## src/rtl/elevator_pkg.sv

```systemverilog
// Shared constants for the elevator controller, the shaft plant model and the benches.
package elevator_pkg;

    // Motor command encoding on the ac bus
    localparam logic [1:0] AC_DOWN    = 2'd0;
    localparam logic [1:0] AC_STOP    = 2'd1;
    localparam logic [1:0] AC_UP      = 2'd2;
    localparam logic [1:0] AC_ILLEGAL = 2'd3;

    localparam int NUM_FLOORS = 4;

    // Door FSM: closed, open with dwell running, open with dwell expired
    typedef enum logic [1:0] {
        DOOR_CLOSED = 2'd0,
        DOOR_OPEN   = 2'd1,
        DOOR_HOLD   = 2'd2
    } door_state_e;

endpackage

```

## src/rtl/elevator_door_timer.sv

```systemverilog
// Door FSM with dwell counter. The door opens only at a floor mark with the motor
// stopped and stays open for at least DOOR_CYCLES cycles. It stays open past that
// for as long as open is held.
module elevator_door_timer
    import elevator_pkg::*;
#(
    parameter int DOOR_CYCLES = 4
) (
    input  logic clk,
    input  logic ff_reset,
    input  logic open_i,
    input  logic at_mark_i,
    input  logic ac_is_stop_i,
    output logic door_open_o,
    output logic fault_o
);

    localparam int              CNT_W    = (DOOR_CYCLES > 1) ? $clog2(DOOR_CYCLES) : 1;
    localparam logic [CNT_W-1:0] CNT_LOAD = CNT_W'(DOOR_CYCLES - 1);

    door_state_e      state_q, state_d;
    logic [CNT_W-1:0] cnt_q, cnt_d;

    // State and dwell counter registers, cleared asynchronously
    always_ff @(posedge clk or posedge ff_reset) begin
        if (ff_reset) begin
            state_q <= DOOR_CLOSED;
            cnt_q   <= '0;
        end else begin
            // NOTE: non-blocking assignments so every register samples pre-edge values.
            state_q <= state_d;
            cnt_q   <= cnt_d;
        end
    end

    // Next-state and dwell countdown
    always_comb begin
        // NOTE: defaults first so no path leaves a variable unassigned (no latch).
        state_d = state_q;
        cnt_d   = cnt_q;
        case (state_q)
            DOOR_CLOSED: begin
                if (open_i && at_mark_i && ac_is_stop_i) begin
                    state_d = DOOR_OPEN;
                    cnt_d   = CNT_LOAD;
                end
            end
            DOOR_OPEN: begin
                if (cnt_q == '0) begin
                    state_d = open_i ? DOOR_HOLD : DOOR_CLOSED;
                end else begin
                    cnt_d = cnt_q - 1'b1;
                end
            end
            DOOR_HOLD: begin
                if (!open_i) begin
                    state_d = DOOR_CLOSED;
                end
            end
            default: state_d = DOOR_CLOSED;
        endcase
    end

    assign door_open_o = (state_q != DOOR_CLOSED);

    // Open requested off a mark, or requested with the motor not stopped while closed
    assign fault_o = open_i && (!at_mark_i || (!ac_is_stop_i && (state_q == DOOR_CLOSED)));

endmodule

```

## config.mk

```make
export PLATFORM = sky130hd
export DESIGN_NAME = elevator_door_timer
export DESIGN_NICKNAME = d
export VERILOG_FILES = /design/src/rtl/elevator_pkg.sv /design/src/rtl/elevator_door_timer.sv
export SDC_FILE = /design/constraint.sdc
export NUM_CORES = 1
export LEC_CHECK = 0
export BUFFER_PORTS_ARGS = -buffer_cell sky130_fd_sc_hd__buf_2
export CELL_PAD_IN_SITES_DETAIL_PLACEMENT = 1
export CELL_PAD_IN_SITES_GLOBAL_PLACEMENT = 1
export CORE_AREA = 2 2 39 41
export CTS_CLUSTER_SIZE = 14
export DETAILED_ROUTE_END_ITERATION = 6
export DIE_AREA = 0 0 41 43
export GPL_TIMING_DRIVEN = 0
export PLACE_DENSITY_LB_ADDON = 0.25
export SYNTH_ARGS = -nofsm -noshare
export SYNTH_HDL_FRONTEND = slang
export SYNTH_SLANG_ARGS = --single-unit
```

## constraint.sdc

```tcl
create_clock -name clk -period 1.2 [get_ports clk]
set_clock_uncertainty 0.15 [all_clocks]
set_input_delay 0 -clock clk [delete_from_list [all_inputs] [get_ports clk]]
set_output_delay 0 -clock clk [all_outputs]
set_load 0.02 [all_outputs]
```

## After elaboration in Yosys (flattened, before gate mapping)

Cells that the tools add are included.

- $add $sub $neg: 1
- $mul: 0
- Div/mod/pow operators: 0
- Magnitude comparators: 0
- Equal/unequal tests: 6
- Shifts and indexed selects: 0
- Mux-type cells: 8
- Bitwise logic cells: 0
- Reductions and logical operators: 13

Operators with widths:

| cell | number |
|---|---|
| two-way mux 2 bit | 6 |
| inequality test 2 bit, second input constant | 4 |
| case mux 2 bit (3 select lines) | 1 |
| AND reduction 3 bit | 2 |
| logical AND 1 bit | 4 |
| logical NOT 2 bit | 2 |
| case mux 2 bit (2 select lines) | 1 |
| nonzero test 2 bit | 2 |
| == test 2 x 1 -> 1 bit, second input constant | 1 |
| == test 2 bit, second input constant | 1 |
| logical NOT 1 bit | 2 |
| subtractor 2 x 1 -> 2 bit, second input constant | 1 |
| logical OR 1 bit | 1 |

- Register bits after elaboration: 4
- Latch bits: 0
- Memory bits (writable): 0
- Memory bits (read-only): 0
- Output and inout bits: 2
- Memories: 0

## Logic depth before layout (Yosys ltp)

- Depth after elaboration: 4
- Mapped depth: 5
- Gate-level depth less buffers: 5

## Least setup slack after synthesis

No wires, ideal clock.

- Kind: register to register
- From: reg cnt_q[0]
- To: reg cnt_q[0]
- Arrival time: 1.045 ns
- Data required time: 0.931 ns
- Slack: -0.113 ns
- Stages on the path, launching flop included: 6
- Buffers on the path: 0
- Clock period less this slack: 1.313 ns
- Cell sequence: dfrtp_1 inv_1 ha_1 nand2b_1 o21ai_0 a21bo_1

- Longest elaborated chain between the ends: 3
- Elaborated cells between the ends (all ways): 6
- Those cells by class: add/sub (1); eq/ne (1); mux (2); reduce/logical (2)

Ends and longest elaborated chain:

| element | line | RTL |
|---|---|---|
| start, declared | elevator_door_timer.sv:22 | `logic [CNT_W-1:0] cnt_q, cnt_d;` |
| start signal, assigned | elevator_door_timer.sv:32 | `cnt_q <= cnt_d;` |
| subtractor 2 x 1 -> 2 bit or logical NOT 2 bit (tied branches) | elevator_door_timer.sv:52, elevator_door_timer.sv:49 |  |
| two-way mux 2 bit or inequality test 2 bit (tied branches) | -- |  |
| case mux 2 bit (2 select lines) or AND reduction 3 bit (tied branches) | -- |  |

Several ways; a longest one is shown, not always the timed one. The select of a mux whose other input is x is not followed.
A chain may end at the register's enable or synchronous reset.

## Final worst setup path

- From: reg state_q[0]
- To: out fault_o

- Longest elaborated chain between the ends: 4

Ends and longest elaborated chain:

| element | line | RTL |
|---|---|---|
| start, declared | elevator_door_timer.sv:21 | `door_state_e state_q, state_d;` |
| start signal, assigned | elevator_door_timer.sv:31 | `state_q <= state_d;` |
| logical NOT 2 bit | elevator_door_timer.sv:67 | `assign fault_o = open_i && (!at_mark_i \|\| (!ac_is_stop_i && (state_q == DOOR_CLOSED)));` |
| logical AND 1 bit | elevator_door_timer.sv:67 |  |
| logical OR 1 bit | elevator_door_timer.sv:67 |  |
| logical AND 1 bit | elevator_door_timer.sv:67 |  |
| end, declared | elevator_door_timer.sv:15 | `output logic fault_o` |

No other way between the ends.

==> impl_summary.log <==
INFO  metric status = finished, violations left
INFO  metric failed_checks = setup timing
INFO  metric floorplan.initialDensity = 16.9%
INFO  metric fin_ws = -0.186 ns
INFO  metric synthesized_area_per_cell = 11.1 um2
INFO  metric clock_sinks = 4
INFO  metric synth_seq_cells = 4
INFO  metric cts_buffers = 3
INFO  metric slew_headroom = 90.3%
INFO  metric final_util = 31.7%
INFO  metric die_area = 0.00176 mm2
INFO  metric fin_setup_tns = -0.424 ns
INFO  metric port_buffers = 6
INFO  metric tritoncts_clock_tree = done
INFO  metric syn_area = approximately 230 um2
INFO  metric top_level_ports = 7
INFO  metric die_width = slightly above 40 um
INFO  metric ff2ff_setup_slack = -0.14 ns
INFO  metric tightestPinTransition = 0.146 ns
INFO  metric cts.path.max_buffers = 2
INFO  metric routed_wirelength = slightly above 600 um
INFO  metric power.density = approximately 2300 mW/mm2
INFO  metric clock.fmax = around 0.72 GHz
INFO  metric critical_path_required = 1.05 ns
INFO  metric gr-usage-all-layers = 9.56%
INFO  metric grt_pass1_vias = 256
INFO  metric finalHoldViolations = 0
INFO  metric wl_per_cell = 11.0 um
INFO  metric critical_path.endpoint_type = output pin
INFO  metric totalPowerFinal = around 1000 uW
INFO  metric hp-class = input port to async pin
INFO  metric final_cell_mix = 5 x buf_2, 5 x buf_4, 4 x dlygate4sd3_1
INFO  metric ys_warn_count = 0
INFO  metric clk_latency = between 0.2 and 0.25 ns
INFO  metric antenna_found_initial = 0
INFO  metric number_of_remaining_drc_errors = 0
INFO  metric number_of_standard_cells_after_synthesis = 21
INFO  metric maxSlewViolCount = 0
INFO  metric critPathMaxFanout = 2
INFO  metric num-nets-final = 48
INFO  metric grt_setup_unrepaired = yes
INFO  metric synth_cell_type_count = 15
INFO  metric pin_count_of_the_biggest_net_entering_global_routing = 5
INFO  metric ant_diodes = 0
INFO  metric cp-start-kind = flip-flop
INFO  metric die-height = 43 um
INFO  metric grt_overflow_total = 0
INFO  metric cts_max_level = 1
INFO  metric drt-pass1-iter-count = 1
INFO  metric synth_sequential_area_ratio = about 43%
INFO  metric share_of_layout_cells_above_drive_strength_1 = 67.5%
INFO  metric synth.net_count = 27
INFO  metric via_count = 225
INFO  metric area_growth = 87.7%
INFO  metric maximum_capacitance_violations = 0
INFO  metric setup_violations = 4
INFO  metric place_ws = -0.114 ns
INFO  metric criticalPathCategory = flip-flop to output pin
INFO  metric core_region_area = 0.00138 mm2
INFO  metric clockRootBuffer = clkbuf_4
INFO  metric critPathArrivalTime = about 1.2 ns
INFO  metric via_per_inst = 4.02
INFO  metric vdd_drop_max = around 0.65 mV
INFO  metric period_needed = 1.39 ns
INFO  metric period_utilisation_layout = 116%
INFO  metric post_route_ant_nets = 0
INFO  metric drt_iter0_drc = 0
INFO  metric clkSlewWorstSetupHoldPaths = 0.04 ns
INFO  metric gp_congestion = 0.631
INFO  metric leakagePower = 0.213 nW
INFO  metric rows = 14
INFO  metric grt_pass1_wl = between 1 and 1.5 mm
metrics by stage:
stage | std cells | hold WS, ns | area, um2
floorplan | 21 | -0.384 | 245
global placement | 43 | -0.267 | 295
detailed placement | 43 | -0.263 | 295
CTS | 56 | 0.0280 | 433
global route | 56 | 0.0396 | 439
finish | 56 | 0.0290 | 439
synthesized netlist by cell type, drive strengths merged:
cell type,count,share of area (%)
inv,3,4.8
a21oi,1,3.7
ha,1,5.3
or2,1,2.7
nor2,1,1.6
nand4b,1,10
dfrtp,4,43
o21ai,2,4.3
a21bo,1,4.3
nand2,1,1.6
nand2b,1,2.7
mux2i,1,4.3
and2,2,5.3
a2bb2oi,1,6.4
worst max-delay path: stages (launching register included):
cell and delay (ns):
dfrtp_2 0.39, or2_1 0.24, o21ai_1 0.11, and2_2 0.15, buf_6 0.11
cell families (layout without fill, tap and decap cells):
family                   count (synthesis)  after routing  share of synthesized area, %
adder cells (fa/ha/maj)                  1              1                          5.35
buffers and inverters                    3             22                          4.81
AO/OA/AOI/OAI                            5              5                          18.7
AND/OR/NAND/NOR                          7              7                          24.1
flip-flops                               4              4                          42.8
multiplexers                             1              1                          4.28
power breakdown:
part	switching [mW]	total, mW	internal (mW)	leakage (nW)
combinational	0.253	0.592	0.339	0.154
clock	0.0593	0.171	0.112	0.0138
sequential	0.0383	0.233	0.194	0.0461
repair_timing:
action	CTS	global route
setup endpoints to repair	4	6
gates resized for setup	9	2
setup buffers	6	0
hold buffers	4	0
pin swaps	5	4
hold endpoints to repair	6	0
sequential cells by signal, indices dropped and copies added (netlist names):
name / flops
state_q: 2
cnt_q: 2
layout make-up:
class                      instances  area, um2
timing repair buffer              16        125
multi-input combinational         14        158
sequential                         4        103
fill                             159        945
tap                               16       20.0
clock buffer                       3       22.5
inverter                           3       11.3
worst paths after layout:
path / endpoint / depth (start not counted) / startpoint
hold / removal: cnt_q[0] / 3 / ff_reset
min in group clk: fault_o / 4 / ac_is_stop_i
max in group asynchronous: state_q[0] / 3 / ff_reset
hold reg to reg: state_q[0] / 2 / state_q[1]
setup reg to reg: cnt_q[0] / 5 / cnt_q[0]
setup / recovery: fault_o / 4 / state_q[0]
routing by layer:
metal  part of all wire [%]  vias to the layer above  routed length (um)  GRT usage, %
li1                       -                      109                   -             -
met1                     32                      105                 200          8.09
met2                     58                        8                 358          15.3
met3                    7.8                        3                  48          7.85
met4                    1.6                        0                  10          4.00
met5                      0                        -                   0             0
Power figures use the tool's default switching activity.
